### config.mk
export PLATFORM = sky130hd
export DESIGN_NAME = pulse_sequencer_flat
export DESIGN_NICKNAME = d
export VERILOG_FILES = /design/src/rtl/pulse_sequencer_if.sv /design/src/rtl/pulse_sequencer.sv /design/src/flat_wrapper.sv
export SDC_FILE = /design/constraint.sdc
export NUM_CORES = 1
export LEC_CHECK = 0
export CAP_MARGIN = 20
export CORE_MARGIN = 2
export CORE_UTILIZATION = 45
export CTS_CLUSTER_DIAMETER = 30
export DETAILED_ROUTE_END_ITERATION = 10
export GPL_TIMING_DRIVEN = 0
export PLACE_DENSITY = 0.78
export SLEW_MARGIN = 20
export SYNTH_ARGS = -nofsm -noshare
export SYNTH_HDL_FRONTEND = slang
export SYNTH_SLANG_ARGS = --single-unit
### constraint.sdc
create_clock -name clk -period 2.1 [get_ports clk]
set_input_delay 0.63 -clock clk [delete_from_list [all_inputs] [get_ports clk]]
set_output_delay 0.63 -clock clk [all_outputs]
set_load 0.05 [all_outputs]
### src/rtl/pulse_sequencer_if.sv
// Descriptor, waveform-memory and DAC-sample signals of the pulse sequencer.
// The slave modport is the sequencer's view; master is the surrounding core/bench.
interface pulse_sequencer_if #(
    parameter int DELAY_W  = 32,
    parameter int ADDR_W   = 10,
    parameter int SAMPLE_W = 16
);
    logic                desc_valid;
    logic                desc_ready;
    logic [DELAY_W-1:0]  desc_delay;
    logic [ADDR_W-1:0]   desc_addr;
    logic                abort;
    logic                pmem_rd_en;
    logic [ADDR_W-1:0]   pmem_addr;
    logic [SAMPLE_W:0]   pmem_rdata;
    logic                out_valid;
    logic [SAMPLE_W-1:0] out_sample;
    logic                out_last;
    logic                busy;
    logic                len_err;

    modport slave (
        input  desc_valid, desc_delay, desc_addr, abort, pmem_rdata,
        output desc_ready, pmem_rd_en, pmem_addr, out_valid, out_sample, out_last, busy, len_err
    );

    modport master (
        output desc_valid, desc_delay, desc_addr, abort, pmem_rdata,
        input  desc_ready, pmem_rd_en, pmem_addr, out_valid, out_sample, out_last, busy, len_err
    );
endinterface

### src/rtl/pulse_sequencer.sv
// Pulse sequencer: accepts {delay, addr} descriptors, waits, then streams {last, sample}
// words from a synchronous waveform RAM to the DAC port until the end marker or MAX_LEN.
module pulse_sequencer #(
    parameter int DELAY_W  = 32,
    parameter int ADDR_W   = 10,
    parameter int SAMPLE_W = 16,
    parameter int MAX_LEN  = 256
) (
    input  logic             clk,
    input  logic             reset,
    pulse_sequencer_if.slave bus
);
    localparam int SCNT_W = $clog2(MAX_LEN + 1);

    typedef enum logic [1:0] {S_IDLE, S_WAIT, S_FETCH, S_PLAY} state_t;

    state_t              r_state, w_state_nxt;
    logic [DELAY_W-1:0]  r_cnt, w_cnt_nxt;
    logic [ADDR_W-1:0]   r_addr, w_addr_nxt;
    logic [SCNT_W-1:0]   r_scnt, w_scnt_nxt;
    logic                r_len_err, w_len_err_nxt;
    logic                w_marker;
    logic                w_term;

    assign w_marker = bus.pmem_rdata[SAMPLE_W];
    assign w_term   = w_marker || (r_scnt == SCNT_W'(MAX_LEN - 1));

    assign bus.pmem_addr = r_addr;
    assign bus.busy      = (r_state != S_IDLE);
    assign bus.len_err   = r_len_err;

    always_ff @(posedge clk or posedge reset) begin
        if (reset) begin
            r_state   <= S_IDLE;
            r_cnt     <= '0;
            r_addr    <= '0;
            r_scnt    <= '0;
            r_len_err <= 1'b0;
        end else begin
            r_state   <= w_state_nxt;
            r_cnt     <= w_cnt_nxt;
            r_addr    <= w_addr_nxt;
            r_scnt    <= w_scnt_nxt;
            r_len_err <= w_len_err_nxt;
        end
    end

    always_comb begin
        w_state_nxt    = r_state;
        w_cnt_nxt      = r_cnt;
        w_addr_nxt     = r_addr;
        w_scnt_nxt     = r_scnt;
        w_len_err_nxt  = r_len_err;
        bus.desc_ready = 1'b0;
        bus.pmem_rd_en = 1'b0;
        bus.out_valid  = 1'b0;
        bus.out_sample = '0;
        bus.out_last   = 1'b0;

        case (r_state)
            S_IDLE: begin
                // abort is deliberately ignored here so it cannot block a handshake
                bus.desc_ready = 1'b1;
                if (bus.desc_valid) begin
                    w_addr_nxt = bus.desc_addr;
                    if (bus.desc_delay != '0) begin
                        w_cnt_nxt   = bus.desc_delay;
                        w_state_nxt = S_WAIT;
                    end else begin
                        w_state_nxt = S_FETCH;
                    end
                end
            end

            S_WAIT: begin
                if (bus.abort) begin
                    w_state_nxt = S_IDLE;
                end else begin
                    w_cnt_nxt = r_cnt - DELAY_W'(1);
                    if (r_cnt == DELAY_W'(1)) begin
                        w_state_nxt = S_FETCH;
                    end
                end
            end

            S_FETCH: begin
                if (bus.abort) begin
                    w_state_nxt = S_IDLE;
                end else begin
                    bus.pmem_rd_en = 1'b1;
                    w_addr_nxt     = r_addr + ADDR_W'(1);
                    w_scnt_nxt     = '0;
                    w_state_nxt    = S_PLAY;
                end
            end

            S_PLAY: begin
                // The word read last cycle is always live; the next read is overlapped with it.
                bus.out_valid  = 1'b1;
                bus.out_sample = bus.pmem_rdata[SAMPLE_W-1:0];
                w_scnt_nxt     = r_scnt + SCNT_W'(1);
                if (bus.abort) begin
                    w_state_nxt = S_IDLE;
                end else if (w_term) begin
                    bus.out_last = 1'b1;
                    w_state_nxt  = S_IDLE;
                    if (!w_marker) begin
                        w_len_err_nxt = 1'b1;
                    end
                end else begin
                    bus.pmem_rd_en = 1'b1;
                    w_addr_nxt     = r_addr + ADDR_W'(1);
                end
            end

            default: w_state_nxt = S_IDLE;
        endcase
    end
endmodule

### src/flat_wrapper.sv
// flat-port wrapper written by rule: the top's interface ports become plain ports
module pulse_sequencer_flat 
#(
    parameter int DELAY_W  = 32,
    parameter int ADDR_W   = 10,
    parameter int SAMPLE_W = 16,
    parameter int MAX_LEN  = 256
)
  (clk, reset, bus_desc_valid, bus_desc_delay, bus_desc_addr, bus_abort, bus_pmem_rdata, bus_desc_ready, bus_pmem_rd_en, bus_pmem_addr, bus_out_valid, bus_out_sample, bus_out_last, bus_busy, bus_len_err);
  pulse_sequencer_if #(.DELAY_W(DELAY_W), .ADDR_W(ADDR_W), .SAMPLE_W(SAMPLE_W)) bus_i ();
  input  logic clk;
  input  logic reset;
  input wire logic [$bits(bus_i.desc_valid)-1:0] bus_desc_valid;
  input wire logic [$bits(bus_i.desc_delay)-1:0] bus_desc_delay;
  input wire logic [$bits(bus_i.desc_addr)-1:0] bus_desc_addr;
  input wire logic [$bits(bus_i.abort)-1:0] bus_abort;
  input wire logic [$bits(bus_i.pmem_rdata)-1:0] bus_pmem_rdata;
  output wire logic [$bits(bus_i.desc_ready)-1:0] bus_desc_ready;
  output wire logic [$bits(bus_i.pmem_rd_en)-1:0] bus_pmem_rd_en;
  output wire logic [$bits(bus_i.pmem_addr)-1:0] bus_pmem_addr;
  output wire logic [$bits(bus_i.out_valid)-1:0] bus_out_valid;
  output wire logic [$bits(bus_i.out_sample)-1:0] bus_out_sample;
  output wire logic [$bits(bus_i.out_last)-1:0] bus_out_last;
  output wire logic [$bits(bus_i.busy)-1:0] bus_busy;
  output wire logic [$bits(bus_i.len_err)-1:0] bus_len_err;
  assign bus_i.desc_valid = bus_desc_valid;
  assign bus_i.desc_delay = bus_desc_delay;
  assign bus_i.desc_addr = bus_desc_addr;
  assign bus_i.abort = bus_abort;
  assign bus_i.pmem_rdata = bus_pmem_rdata;
  assign bus_desc_ready = bus_i.desc_ready;
  assign bus_pmem_rd_en = bus_i.pmem_rd_en;
  assign bus_pmem_addr = bus_i.pmem_addr;
  assign bus_out_valid = bus_i.out_valid;
  assign bus_out_sample = bus_i.out_sample;
  assign bus_out_last = bus_i.out_last;
  assign bus_busy = bus_i.busy;
  assign bus_len_err = bus_i.len_err;
  pulse_sequencer #(.DELAY_W(DELAY_W), .ADDR_W(ADDR_W), .SAMPLE_W(SAMPLE_W), .MAX_LEN(MAX_LEN)) u_core (.clk(clk), .reset(reset), .bus(bus_i));
endmodule
## Word level (Yosys, flattened, before mapping)

Cells that the tools add are included.

- Logic and storage cells: 64
- Input bits: 63
- Register bits after elaboration: 54
- Output and inout port bits: 32

- Mux-type cells: 29
- Reduce and logical (&&, ||, !) cells: 12
- Bitwise logic cells: 2
- $add $sub $neg: 3
- Equal/unequal tests: 13

Operators by type and width:

| operator | count |
|---|---|
| $mux 32 | 3 |
| $pmux 32 s2 | 1 |
| $mux 10 | 4 |
| $eq 32x1->1 const B | 1 |
| $reduce_bool 32->1 | 1 |
| $sub 32x1->32 const B | 1 |
| $pmux 10 s3 | 1 |
| $pmux 9 s2 | 1 |
| $mux 16 | 1 |
| $mux 2 | 7 |
| $add 10x1->10 const B | 1 |
| $ne 2x2->1 const B | 5 |
| $add 9x1->9 const B | 1 |
| $eq 9x8->1 const B | 1 |
| $mux 9 | 1 |
| $mux 1 | 8 |
| $pmux 2 s4 | 1 |
| $reduce_and 4->1 | 2 |
| $ne 3x2->1 const B | 2 |
| $reduce_bool 2->1 | 3 |
| $reduce_and 5->1 | 1 |
| $eq 2x2->1 const B | 2 |
| $reduce_and 3->1 | 1 |
| $reduce_bool 3->1 | 1 |
| 7 further kinds | 8 |

## Depth between registers and ports, before layout

- Depth after elaboration: 5
- Mapped depth: 10
- Mapped depth without buffers: 10

## Least setup slack after synthesis

Ideal clock, no wire load.

- Path kind: reg2out
- From: reg u_core.r_scnt[0]
- To: out bus_out_last
- Arrival time: 2.187 ns
- Path buffers: 0
- Stages on the path, launching flop included: 8
- Setup slack: -0.717 ns
- Cell sequence: dfrtp_1 > ha_1 > nand3_1 > nor2_1 > and3_1 > ha_1 > nor2_1 > nor3_1

- Longest elaborated chain between the ends: 5

Ends and longest elaborated chain:

| element | line | source |
|---|---|---|
| from (decl) | pulse_sequencer.sv:20 | `logic [SCNT_W-1:0] r_scnt, w_scnt_nxt;` |
| from (signal assigned) | pulse_sequencer.sv:43 | `r_scnt <= w_scnt_nxt;` |
| $eq 9x8->1 | pulse_sequencer.sv:26 | `assign w_term = w_marker \|\| (r_scnt == SCNT_W'(MAX_LEN - 1));` |
| $logic_or 1x1->1 | pulse_sequencer.sv:26 |  |
| $mux 1 | pulse_sequencer.sv:104 | `end else if (w_term) begin` |
| $mux 1 | pulse_sequencer.sv:102 | `if (bus.abort) begin` |
| $mux 1 | pulse_sequencer.sv:60 | `case (r_state)` |
| to (decl) | flat_wrapper.sv:23 | `output wire logic [$bits(bus_i.out_last)-1:0] bus_out_last;` |

No other way between the ends.

## Final worst setup path

Ends and elaborated chain as after synthesis.

==> run_results.csv <==
group,metric,value,unit
outcome,status,"complete, but fails checks",
outcome,violations,"negative setup slack",
detailed_routing,routedWlPerCell,20.6,µm
floorplanning,core,7770,µm²
clock_tree,clkTransAtPathRegs,100,ps
synthesis,synth_nets,507,
detailed_routing,ant_nets,0,
power,p_int,3250,µW
worst_setup_path,r2r_slack,-190,ps
timing,holdWs,473,ps
detailed_routing,vias_per_cell,6.64,
power,vdd_drop_max,0.000641,V
finish,finalNetCount,653,
worst_setup_path,critPathArrivalTime,1860,ps
synthesis,async_reset_ff_frac,1.00,
timing,period_share,1.19,
power,p_comb_frac,0.576,
clock_tree,cts.sinks,54,
global_route,grt_pass1_vias,4368,
finish,area.sequential,1360,µm²
placed_design,io_buffers,94,
timing,slew-limit-headroom,0.543,
timing,finClkSkew,6.73,ps
floorplanning,die_w,93.7,µm
clock_tree,cts_tree,"yes",
worst_setup_path,cp-start-kind,"flop",
detailed_routing,drtPass1Iterations,7,
power,p_per_area,1180,nW/µm²
timing,fmax,0.402,GHz
timing,rsz0062_at_grt,"true",
worst_setup_path,slowest_stage,"dfrtp_1",
finish,syn_to_final_growth,52.7,%
global_route,grt_max_degree,55,
clock_tree,clock_path_buffers,2,
power,sequentialPowerShare,0.331,
worst_setup_path,cp_cell_sequence,"ha_2 -> nand3_2 -> nor2_2 -> and3_4 -> ha_4 -> nor2_4 -> buf_6 -> nor3_4 -> buf_6",
worst_setup_path,critPathMaxStageDelay,370,ps
detailed_routing,num_vias,4565,
floorplanning,die_h,93.7,µm
worst_setup_path,cpLargestDelayFamily,"simple AND/OR/NAND/NOR gates",
finish,fill_cells,563,
synthesis,synth_seq_cells,54,
worst_setup_path,crit_buf_inv,2,
power,power.total,6520,µW
clock_tree,cts_root_buffer,"clkbuf_8",
clock_tree,cts_hold_buf,0,
placed_design,dpl.hpwl,9000,µm
clock_tree,clk_latency,330,ps
placed_design,post_dp_cell_area,4740,µm²
worst_setup_path,cpMostUsedCell,"buf_6",
synthesis,yosysWarnings,0,
power,switchingPower,3270,µW
floorplanning,die_area,8770,µm²
timing,worstMarginPinSlew,685,ps
worst_setup_path,crit_type,"flop to output pin",
synthesis,synth_edf_count,0,
worst_setup_path,end_kind,"output pin",
detailed_routing,dr.first_iter.drc_count,505,
power,pwr-share-clk,0.093,
synthesis,syn_inst,439,
synthesis,syn_area,3620,µm²
global_route,grt.overflow.total,0,
flow_run,max-cap-violations,0,
synthesis,synthDistinctLibCells,58,
timing,tns,-1670,ps
floorplanning,start_util,0.466,
power,sw_frac_of_total,0.501,
global_route,grt_antenna_before_repair,0,
detailed_routing,post-route-drc-count,0,
worst_setup_path,cp_max_fo,2,
floorplanning,std_cell_rows,32,
timing,setup_violations,11,
placed_design,gp_congestion,0.927,
synthesis,syn_avg_cell_area,8.24,µm²
global_route,grt_pass1_wl,21300,µm
detailed_routing,wl,14200,µm
finish,diodes,0,
clock_tree,cts-buffers-inserted,5,
timing,slew_violations,0,
power,p_leak,0.00225,µW
min_path,holdCritPathClass,"flop to flop",
finish,final_cell_area,5530,µm²
finish,multiInputGateArea,2490,µm²
timing,finalCriticalPeriod,2490,ps
floorplanning,pin_count,95,
synthesis,ys_seq_area_frac,0.373,
clock_tree,h-tree-depth,2,
global_route,track_usage,0.309,
finish,drive_gt1_frac,0.331,
timing,hold_viol_final,0,
worst_setup_path,required,1470,ps
synthesis,synth_ff_type,"dfrtp_1",
timing,finalWorstSetupSlack,-390,ps
cell type report:
type / count / share of cell area
Tap cell: 102 / 0.0231
Timing Repair Buffer: 144 / 0.227
Sequential cell: 54 / 0.246
Clock inverter: 2 / 0.00249
Multi-Input combinational cell: 345 / 0.451
Clock buffer: 6 / 0.0131
Inverter: 11 / 0.00861
Buffer: 24 / 0.0285
synthesized netlist by cell type (2+ instances only):
cell | n | share of area
or4_1 | 2 | 0.0041
o21ai_0 | 34 | 0.047
o211ai_1 | 7 | 0.015
clkbuf_1 | 25 | 0.026
nand2b_1 | 4 | 0.0069
o2bb2ai_1 | 2 | 0.0048
or2_2 | 2 | 0.0035
a221o_1 | 2 | 0.0055
a31o_2 | 2 | 0.0048
nor3_1 | 21 | 0.029
nand3_1 | 26 | 0.036
nand2_1 | 32 | 0.033
o2bb2a_1 | 2 | 0.0055
buf_1 | 3 | 0.0031
nand4_1 | 11 | 0.019
dfrtp_1 | 54 | 0.37
nor2b_1 | 2 | 0.0035
and2_1 | 3 | 0.0052
o221ai_1 | 4 | 0.0097
and3_1 | 22 | 0.038
o22a_1 | 7 | 0.017
a31oi_1 | 12 | 0.021
inv_1 | 11 | 0.011
a41oi_1 | 3 | 0.0073
o311a_1 | 5 | 0.014
a22o_1 | 6 | 0.015
nor4_1 | 14 | 0.024
ha_1 | 5 | 0.017
a2bb2oi_1 | 2 | 0.0048
a211oi_1 | 3 | 0.0062
nor2_1 | 33 | 0.034
mux2i_1 | 3 | 0.0083
or2_1 | 2 | 0.0035
a22oi_1 | 10 | 0.021
a21oi_1 | 29 | 0.040
or3_1 | 5 | 0.0086
o22ai_1 | 8 | 0.014
power groups by stage:
stage / combinational (µW) / clock (µW) / sequential, µW
CTS: 3370 / 606 / 2040
detailed placement: 3020 / 0 / 2050
finish: 3760 / 608 / 2160
global placement: 2950 / 0 / 2030
global route: 3990 / 657 / 2200
floorplan: 1780 / 0 / 2260
final timing paths:
path                                          from                       to  cells after the start
worst max register to register    u_core.r_scnt[1]  u_core.bus.pmem_addr[0]                     11
worst max-delay path              u_core.r_scnt[0]             bus_out_last                      9
min in group asynchronous                    reset         u_core.r_scnt[6]                      2
worst min register to register  u_core.bus.len_err       u_core.bus.len_err                      1
max in group asynchronous                    reset          u_core.r_cnt[0]                      2
worst min-delay path            u_core.bus.len_err       u_core.bus.len_err                      1
routing by layer:
metal / wire length, µm / GRT usage / share of wire
met1: 5090 / 0.379 / 0.36
met2: 6640 / 0.520 / 0.47
met3: 1650 / 0.0602 / 0.12
met4: 778 / 0.150 / 0.055
met5: 0 / 0 / 0
cell families after synthesis:
group	count (synthesis)	share of synthesized area
multiplexers	3	0.00830
adder cells (fa/ha/maj)	5	0.0173
AND/OR/NAND/NOR	189	0.280
buffers and inverters	40	0.0443
flip-flops	54	0.373
AO/OA/AOI/OAI	148	0.276
registers in the layout, indices dropped and copies added (netlist names):
signal / flops
u_core.r_cnt: 32
u_core.r_scnt: 9
u_core.bus.pmem_addr: 10
u_core.bus.len_err: 1
u_core.r_state: 2
repair_timing:
action | 4_1_cts | 5_1_grt
endpoints found under the setup margin | 74 | 64
pin swaps | 20 | 31
cloned | 2 | 0
gates resized for setup | 270 | 99
hold endpoints to repair | 0 | 0
buffers inserted | 28 | 22
layout by cell type (no fill, tap or decap), types with 5 or more instances in the layout:
cell / Yosys / routed
clkbuf_2: 0 / 24
buf_4: 0 / 47
nand3_1: 26 / 25
nand4_1: 11 / 11
buf_6: 0 / 20
buf_8: 0 / 8
clkbuf_1: 25 / 8
clkdlybuf4s15_1: 0 / 6
o21ai_0: 34 / 30
and3_4: 0 / 8
a22oi_1: 10 / 9
nand2_1: 32 / 28
a22o_1: 6 / 6
clkdlybuf4s50_1: 0 / 25
dfrtp_1: 54 / 48
o311a_1: 5 / 5
nor2_1: 33 / 28
nor4_2: 1 / 6
dfrtp_2: 0 / 6
a31oi_1: 12 / 12
o22a_1: 7 / 7
o211ai_1: 7 / 7
clkbuf_8: 1 / 6
a21oi_1: 29 / 28
and3_1: 22 / 14
nor4_4: 1 / 7
o22ai_1: 8 / 6
inv_1: 11 / 5
dlygate4sd2_1: 0 / 20
nor3_1: 21 / 15
metrics by stage:
step,setup WS [ps],utilization,cells
6_report,-390,0.711,688
5_1_grt,-455,0.711,688
4_1_cts,-425,0.683,672
3_5_place_dp,-1100,0.610,635
3_3_place_gp,-1030,0.610,635
2_1_floorplan,-95.3,-,439
worst reg2reg max path, cell delays in order, from the launching register on:
cell and delay, ps:
dfrtp_1 400, ha_2 200, nand3_2 60, nor2_2 40, and3_4 170, ha_4 160, buf_4 130, nor3_1 360
or2_2 200, clkbuf_2 210, o21ai_0 110, o21ai_0 170
Power figures use the tool's default switching activity.
